### config.mk
export PLATFORM = sky130hd
export DESIGN_NAME = fpmul_initiator
export DESIGN_NICKNAME = d
export VERILOG_FILES = /design/src/rtl/fpmul_initiator.sv
export SDC_FILE = /design/constraint.sdc
export NUM_CORES = 1
export LEC_CHECK = 0
export CAP_MARGIN = 20
export CORE_ASPECT_RATIO = 1.5
export CORE_UTILIZATION = 59
export DETAILED_ROUTE_END_ITERATION = 10
export GPL_TIMING_DRIVEN = 0
export PLACE_DENSITY = 0.84
export RECOVER_POWER = 25
export SYNTH_ARGS = -nofsm -noshare
export SYNTH_HDL_FRONTEND = slang
export SYNTH_SLANG_ARGS = --single-unit
### constraint.sdc
create_clock -name clk -period 6.15 [get_ports clk]
set_clock_uncertainty 0.05 [all_clocks]
set_input_delay 0.615 -clock clk [delete_from_list [all_inputs] [get_ports clk]]
set_output_delay 0.615 -clock clk [all_outputs]
set_load 0.03 [all_outputs]
### src/rtl/fpmul_initiator.sv
// Stimulus initiator for the FP multiplier harness: issues LFSR operand pairs,
// collects products and re-aligns each with its operands using the fixed lag.
module fpmul_initiator #(
  parameter int          NUM_TXN    = 16,
  parameter int          PIPE_DEPTH = 2,
  parameter logic [31:0] SEED_A     = 32'h3F80_0001,
  parameter logic [31:0] SEED_B     = 32'h4000_0003
) (
  input  logic        clk,
  input  logic        rst,
  input  logic        start,
  output logic        in_valid,
  input  logic        in_ready,
  output logic [31:0] A,
  output logic [31:0] B,
  input  logic        out_valid,
  output logic        out_ready,
  input  logic [31:0] out_data,
  output logic        res_valid,
  output logic [31:0] res_a,
  output logic [31:0] res_b,
  output logic [31:0] res_z,
  output logic        busy,
  output logic        done
);

  localparam int              TOTAL      = NUM_TXN + PIPE_DEPTH;
  localparam int              CNT_W      = $clog2(TOTAL + 1);
  localparam logic [CNT_W-1:0] TOTAL_C   = CNT_W'(TOTAL);
  localparam logic [CNT_W-1:0] NUM_C     = CNT_W'(NUM_TXN);
  localparam logic [CNT_W-1:0] PIPE_C    = CNT_W'(PIPE_DEPTH);
  localparam logic [31:0]     LFSR_MASK  = 32'h8020_0003;
  localparam logic [31:0]     SEED_A_EFF = (SEED_A == 32'h0) ? 32'h1 : SEED_A;
  localparam logic [31:0]     SEED_B_EFF = (SEED_B == 32'h0) ? 32'h1 : SEED_B;

  typedef enum logic [1:0] {IDLE, SEND, RECV, DONE} state_e;

  function automatic logic [31:0] lfsrNext(input logic [31:0] s);
    return (s >> 1) ^ (s[0] ? LFSR_MASK : 32'h0);
  endfunction

  state_e           state_q;
  logic [31:0]      lfsr_a_q, lfsr_b_q;
  logic [31:0]      lfsr_a_d, lfsr_b_d;
  logic [CNT_W-1:0] cnt_q, cnt_d;
  logic [31:0]      hist_a_q [PIPE_DEPTH+1];
  logic [31:0]      hist_b_q [PIPE_DEPTH+1];
  logic             in_valid_q, out_ready_q, res_valid_q, busy_q, done_q;
  logic [31:0]      a_q, b_q, res_a_q, res_b_q, res_z_q;

  assign lfsr_a_d = lfsrNext(lfsr_a_q);
  assign lfsr_b_d = lfsrNext(lfsr_b_q);
  assign cnt_d    = cnt_q + 1'b1;

  // hist_*_q[0] is the pair just sent; hist_*_q[PIPE_DEPTH] is the pair whose
  // product arrives on the output handshake that follows it.
  always_ff @(posedge clk or negedge rst) begin
    if (!rst) begin
      state_q     <= IDLE;
      lfsr_a_q    <= SEED_A_EFF;
      lfsr_b_q    <= SEED_B_EFF;
      cnt_q       <= '0;
      in_valid_q  <= 1'b0;
      out_ready_q <= 1'b0;
      res_valid_q <= 1'b0;
      busy_q      <= 1'b0;
      done_q      <= 1'b0;
      a_q         <= 32'h0;
      b_q         <= 32'h0;
      res_a_q     <= 32'h0;
      res_b_q     <= 32'h0;
      res_z_q     <= 32'h0;
      for (int i = 0; i <= PIPE_DEPTH; i++) begin
        hist_a_q[i] <= 32'h0;
        hist_b_q[i] <= 32'h0;
      end
    end else begin
      res_valid_q <= 1'b0;
      unique case (state_q)
        IDLE, DONE: begin
          if (start) begin
            state_q    <= SEND;
            lfsr_a_q   <= SEED_A_EFF;
            lfsr_b_q   <= SEED_B_EFF;
            cnt_q      <= '0;
            done_q     <= 1'b0;
            busy_q     <= 1'b1;
            in_valid_q <= 1'b1;
            a_q        <= SEED_A_EFF;
            b_q        <= SEED_B_EFF;
            for (int i = 0; i <= PIPE_DEPTH; i++) begin
              hist_a_q[i] <= 32'h0;
              hist_b_q[i] <= 32'h0;
            end
          end
        end
        SEND: begin
          if (in_valid_q && in_ready) begin
            hist_a_q[0] <= a_q;
            hist_b_q[0] <= b_q;
            for (int i = 1; i <= PIPE_DEPTH; i++) begin
              hist_a_q[i] <= hist_a_q[i-1];
              hist_b_q[i] <= hist_b_q[i-1];
            end
            lfsr_a_q    <= lfsr_a_d;
            lfsr_b_q    <= lfsr_b_d;
            in_valid_q  <= 1'b0;
            out_ready_q <= 1'b1;
            state_q     <= RECV;
          end
        end
        RECV: begin
          if (out_ready_q && out_valid) begin
            out_ready_q <= 1'b0;
            cnt_q       <= cnt_d;
            if (cnt_q >= PIPE_C) begin
              res_valid_q <= 1'b1;
              res_a_q     <= hist_a_q[PIPE_DEPTH];
              res_b_q     <= hist_b_q[PIPE_DEPTH];
              res_z_q     <= out_data;
            end
            if (cnt_d == TOTAL_C) begin
              state_q <= DONE;
              busy_q  <= 1'b0;
              done_q  <= 1'b1;
            end else begin
              state_q    <= SEND;
              in_valid_q <= 1'b1;
              // Past the real transactions, zero pairs drain the multiplier.
              a_q        <= (cnt_d < NUM_C) ? lfsr_a_q : 32'h0;
              b_q        <= (cnt_d < NUM_C) ? lfsr_b_q : 32'h0;
            end
          end
        end
        default: state_q <= IDLE;
      endcase
    end
  end

  assign in_valid  = in_valid_q;
  assign A         = a_q;
  assign B         = b_q;
  assign out_ready = out_ready_q;
  assign res_valid = res_valid_q;
  assign res_a     = res_a_q;
  assign res_b     = res_b_q;
  assign res_z     = res_z_q;
  assign busy      = busy_q;
  assign done      = done_q;

endmodule

# Word level (Yosys, flattened, before mapping)
# Cells that the tools add are included.
# word_totals
reg_bits	428
wordCells	96
# op_classes
addsub	1
order_cmp	2
eq_ne	9
n_mux	47
bitwise_logic	2
n_reduce_logical	15
# ops
operator	count
32-bit 2-to-1 mux	12
96-bit one-hot mux with 2 select lines	2
96-bit 2-to-1 mux	3
32-bit one-hot mux with 2 select lines	4
31-bit by 32-bit bitwise XOR with 32-bit output	2
3-bit AND reduction	5
1-bit 2-to-1 mux	14
4-bit AND reduction	3
5-bit 2-to-1 mux	2
2-bit inequality test (second input constant)	5
5-bit one-hot mux with 2 select lines	1
2-bit 2-to-1 mux	4
1-bit one-hot mux with 2 select lines	3
2-bit one-hot mux with 3 select lines	1
2-bit nonzero test	3
5-bit by 1-bit adder with 5-bit output (second input constant)	1
5-bit == test (second input constant)	1
5-bit by 2-bit >= comparator with 1-bit output (second input constant)	1
5-bit < comparator (second input constant)	1
2-bit == test (second input constant)	2
1-bit one-hot mux with 3 select lines	1
2-bit by 1-bit == test with 1-bit output (second input constant)	1
1-bit logical AND	2
2-bit zero test	1
2-bit OR reduction	1

# Logic depth before layout (Yosys ltp)
# logic_depth
depth_word	6
mapped_depth	9
depth_no_buf	6

# Worst setup path before layout
# Ideal clock, no wire load.
# synth_path
kind	reg2reg
from	register state_q[0]
to	register hist_a_q[0] (netlist bit)
arrival_time_ns	1.886
path_slack_ns	4.093
path_stages_with_launch	10
cell_sequence	dfrtp_1 > inv_1 > ha_1 > clkbuf_2 > nand2b_1 > and4_1 > buf_4 > buf_4 > clkbuf_1 > a22o_1
# synth_via
elab_chain_len	4
# synth_rtl
item	line_no	source
start: declaration	42	state_e state_q;
start signal: assignment	59	state_q <= IDLE;
start signal: assignment	82	state_q <= SEND;
start signal: assignment	109	state_q <= RECV;
2-bit == test / 2-bit zero test (equally long branches)	79	unique case (state_q)
2-bit OR reduction	79	
2-bit inequality test (no source line) / 2-bit nonzero test (equally long branches)	--	
3-bit AND reduction (no source line)	--	
end signal: indexed assignment	102	hist_a_q[i] <= hist_a_q[i-1];
end: declaration	46	logic [31:0] hist_a_q [PIPE_DEPTH+1];
# Several ways; a longest one is shown, not always the timed one.
# A chain may end at the register's enable or synchronous reset.

==> flow_summary.json <==
{
  "status": "finished with violations",
  "violations": "capacitance limit, slew limit",
  "clk_pin_slew_ns": 0.07,
  "rsz0062_at_grt": "no",
  "arrival_ns": 3.29,
  "finalWirelength_um": 35800,
  "cts_htree_levels": 2,
  "io_buffers": 201,
  "highest_layer": "met4",
  "ys.flop_type": "dfrtp_1",
  "pwr-share-seq": 0.424,
  "grt_max_degree": 135,
  "drv_cap": 1,
  "slowest_stage": "clkbuf_1",
  "cp_data_required_time_ns": 6.07,
  "p_comb_frac": 0.278,
  "initial_core_util": 0.606,
  "fin_crit_ns": 3.37,
  "grt_antenna_before_repair": 0,
  "hold_violations": 0,
  "grt_pass1_wl_um": 57600,
  "die-area_um2": 27300,
  "synthCells": 1032,
  "grt_overflow": 0,
  "viasPerCell": 6.09,
  "cts_resized": 0,
  "end_kind": "async pin",
  "relSlewSlack": -1.02,
  "p_per_area_nw_per_um2": 400,
  "area_delta_synth_final_pct": 23.7,
  "wl_met2_um": 18600,
  "worstMarginPinSlew_ns": 3.03,
  "cellLeakagePower_nw": 9.25,
  "insertion_delay_ns": 0.53,
  "cp_max_fo": 50,
  "drive_gt1_frac": 0.172,
  "intPower_mw": 5.15,
  "p_sw_mw": 2.63,
  "min_path_type": "reg -> reg",
  "synth_warnings": 0,
  "rrSetupSlack_ns": 3.34,
  "max-vdd-ir-drop_uv": 285,
  "routed-via-count": 9950,
  "core-area_um2": 25900,
  "die_w_um": 135,
  "ys_ff_latch": 428,
  "layout_common_cells": "417 x dfrtp_1, 306 x a22o_1, 200 x clkdlybuf4s50_1",
  "total_power_mw": 7.78,
  "io_pins": 202,
  "routedLengthMet1_um": 14000,
  "nets": 1319,
  "critPathLaunchType": "input port",
  "slew_violations": 48,
  "drcViolationCount": 0,
  "tns_ns": 0,
  "postLayoutCoreUtil": 0.750,
  "fillers": 1560,
  "switching_share": 0.338,
  "path_cells": "dlygate4sd3_1 > clkbuf_1",
  "die_y_um": 202,
  "rows": 72,
  "path_class": "in -> async",
  "dr_wl_met3_um": 2060,
  "placed_area_um2": 18200,
  "clock-sinks": 428,
  "clkPwrFrac": 0.298,
  "gp_congestion": 0.826,
  "drtIter0Drc": 695,
  "synthArstFlopShare": 1.00,
  "crit_family": "buffers and inverters",
  "clockBufferDepth": 3,
  "grt_pass1_vias": 10302,
  "num_antenna_cells": 0,
  "cts_made_buffers": 37,
  "dp_hpwl_um": 24100,
  "min_period_over_period": 0.549,
  "max_stage_delay_ns": 2.13,
  "root_buffer": "clkbuf_16",
  "syn_area_um2": 15700,
  "avgRoutedWirePerCell_um": 21.9,
  "synth_enable_flop_cells": 0,
  "critPathBufInv": 2,
  "ys_seq_area_frac": 0.682,
  "setup_viol": 0,
  "cts_tree": "built",
  "syn_nets": 1075,
  "syn_area_per_cell_um2": 15.2,
  "ant_nets": 0,
  "fmax_mhz": 296,
  "final_area_um2": 19500,
  "grt_usage": 0.274,
  "first_pass_iters": 4,
  "synth_cell_types": 46,
  "layout_commonest_cell": "dfrtp_1"
}
==> power groups by stage <==
stage,registers (mW),clock network (mW),logic (mW)
floorplan,3.46,0,1.22
global placement,3.34,0,2.07
detailed placement,3.34,0,2.15
CTS,3.30,2.35,2.17
global route,3.33,2.46,2.33
finish,3.30,2.32,2.16
==> sequential cells by signal, summed over array words and instances (netlist names) <==
| name | cells |
|---|---|
| hist_b_q | 96 |
| lfsr_a_q | 32 |
| res_z | 32 |
| A | 32 |
| res_valid | 1 |
| done | 1 |
| cnt_q | 5 |
| busy | 1 |
| B | 32 |
| res_b | 32 |
| hist_a_q | 96 |
| out_ready | 1 |
| in_valid | 1 |
| lfsr_b_q | 32 |
| res_a | 32 |
| state_q | 2 |
==> per-layer routing <==
layer	up-vias	GRT usage
met2	365	0.471
met5	-	0
met1	5162	0.348
met4	0	0.102
li1	4351	-
met3	72	0.0459
==> worst paths after layout <==
check / endpoint / startpoint / cells after the start
worst max register to register: res_a[13] / state_q[0] / 8
worst min-delay path: lfsr_a_q[29] / lfsr_a_q[29] / 2
min in group asynchronous: done / rst / 2
worst min register to register: lfsr_a_q[29] / lfsr_a_q[29] / 2
max in group clk: res_a[13] / state_q[0] / 8
worst max-delay path: B[15] / rst / 2
==> cell families (layout without fill, tap and decap cells) <==
kind of cell / Yosys count / in the layout / synth area share
buffers and inverters: 88 / 358 / 0.0277
xor gates and xnor gates: 8 / 8 / 0.00446
DFF: 428 / 428 / 0.682
AOI/OAI and AO/OA: 342 / 342 / 0.188
and+or+nand+nor: 61 / 61 / 0.0217
adders and majority gates: 6 / 6 / 0.00477
muxes: 99 / 99 / 0.0711
==> cell usage after synthesis, types with 2 or more instances <==
master / count / area share
ha_1: 6 / 0.0048
nor2b_1: 9 / 0.0036
nand3b_1: 3 / 0.0014
buf_1: 11 / 0.0026
xnor2_1: 2 / 0.0011
dfrtp_1: 417 / 0.66
nor3_1: 3 / 0.00095
buf_4: 5 / 0.0024
nand2_1: 17 / 0.0041
a21oi_1: 3 / 0.00095
a22o_1: 306 / 0.17
nand3_1: 8 / 0.0025
clkbuf_1: 30 / 0.0072
buf_6: 5 / 0.0036
nand2b_1: 12 / 0.0048
inv_1: 6 / 0.0014
nor2_1: 3 / 0.00072
xor2_1: 6 / 0.0033
mux2_2: 97 / 0.069
o21ai_0: 14 / 0.0045
buf_2: 29 / 0.0092
dfstp_2: 11 / 0.018
a21bo_2: 3 / 0.0019
a22o_2: 4 / 0.0025
==> area by class of cell <==
| cell class | count | area, µm² | share of cell area |
|---|---|---|---|
| sequential | 428 | 10700 | 0.551 |
| clock inverter | 8 | 71.3 | 0.00367 |
| buffer | 82 | 412 | 0.0212 |
| clock buffer | 57 | 1140 | 0.0588 |
| timing repair buffer | 205 | 2100 | 0.108 |
| multi-input combinational | 516 | 4560 | 0.235 |
| tap | 333 | 417 | 0.0214 |
| inverter | 6 | 22.5 | 0.00116 |
==> timing repair <==
| item | in CTS | in global routing |
|---|---|---|
| hold buffers | 1 | 0 |
| buffers inserted | 0 | 0 |
| setup endpoints to repair | 0 | 0 |
| hold endpoints to repair | 47 | 0 |
==> per-stage QoR <==
stage                     instances  hold WS [ns]  worst slack (ns)
after floorplan                1032         0.269              4.09
after global placement         1566         0.426            -13.15
after detailed placement       1569         0.427              3.13
after CTS                      1635         0.438              3.33
after global routing           1635         0.457              2.24
final                          1635         0.440              2.78
(Power assumes the default switching activity.)
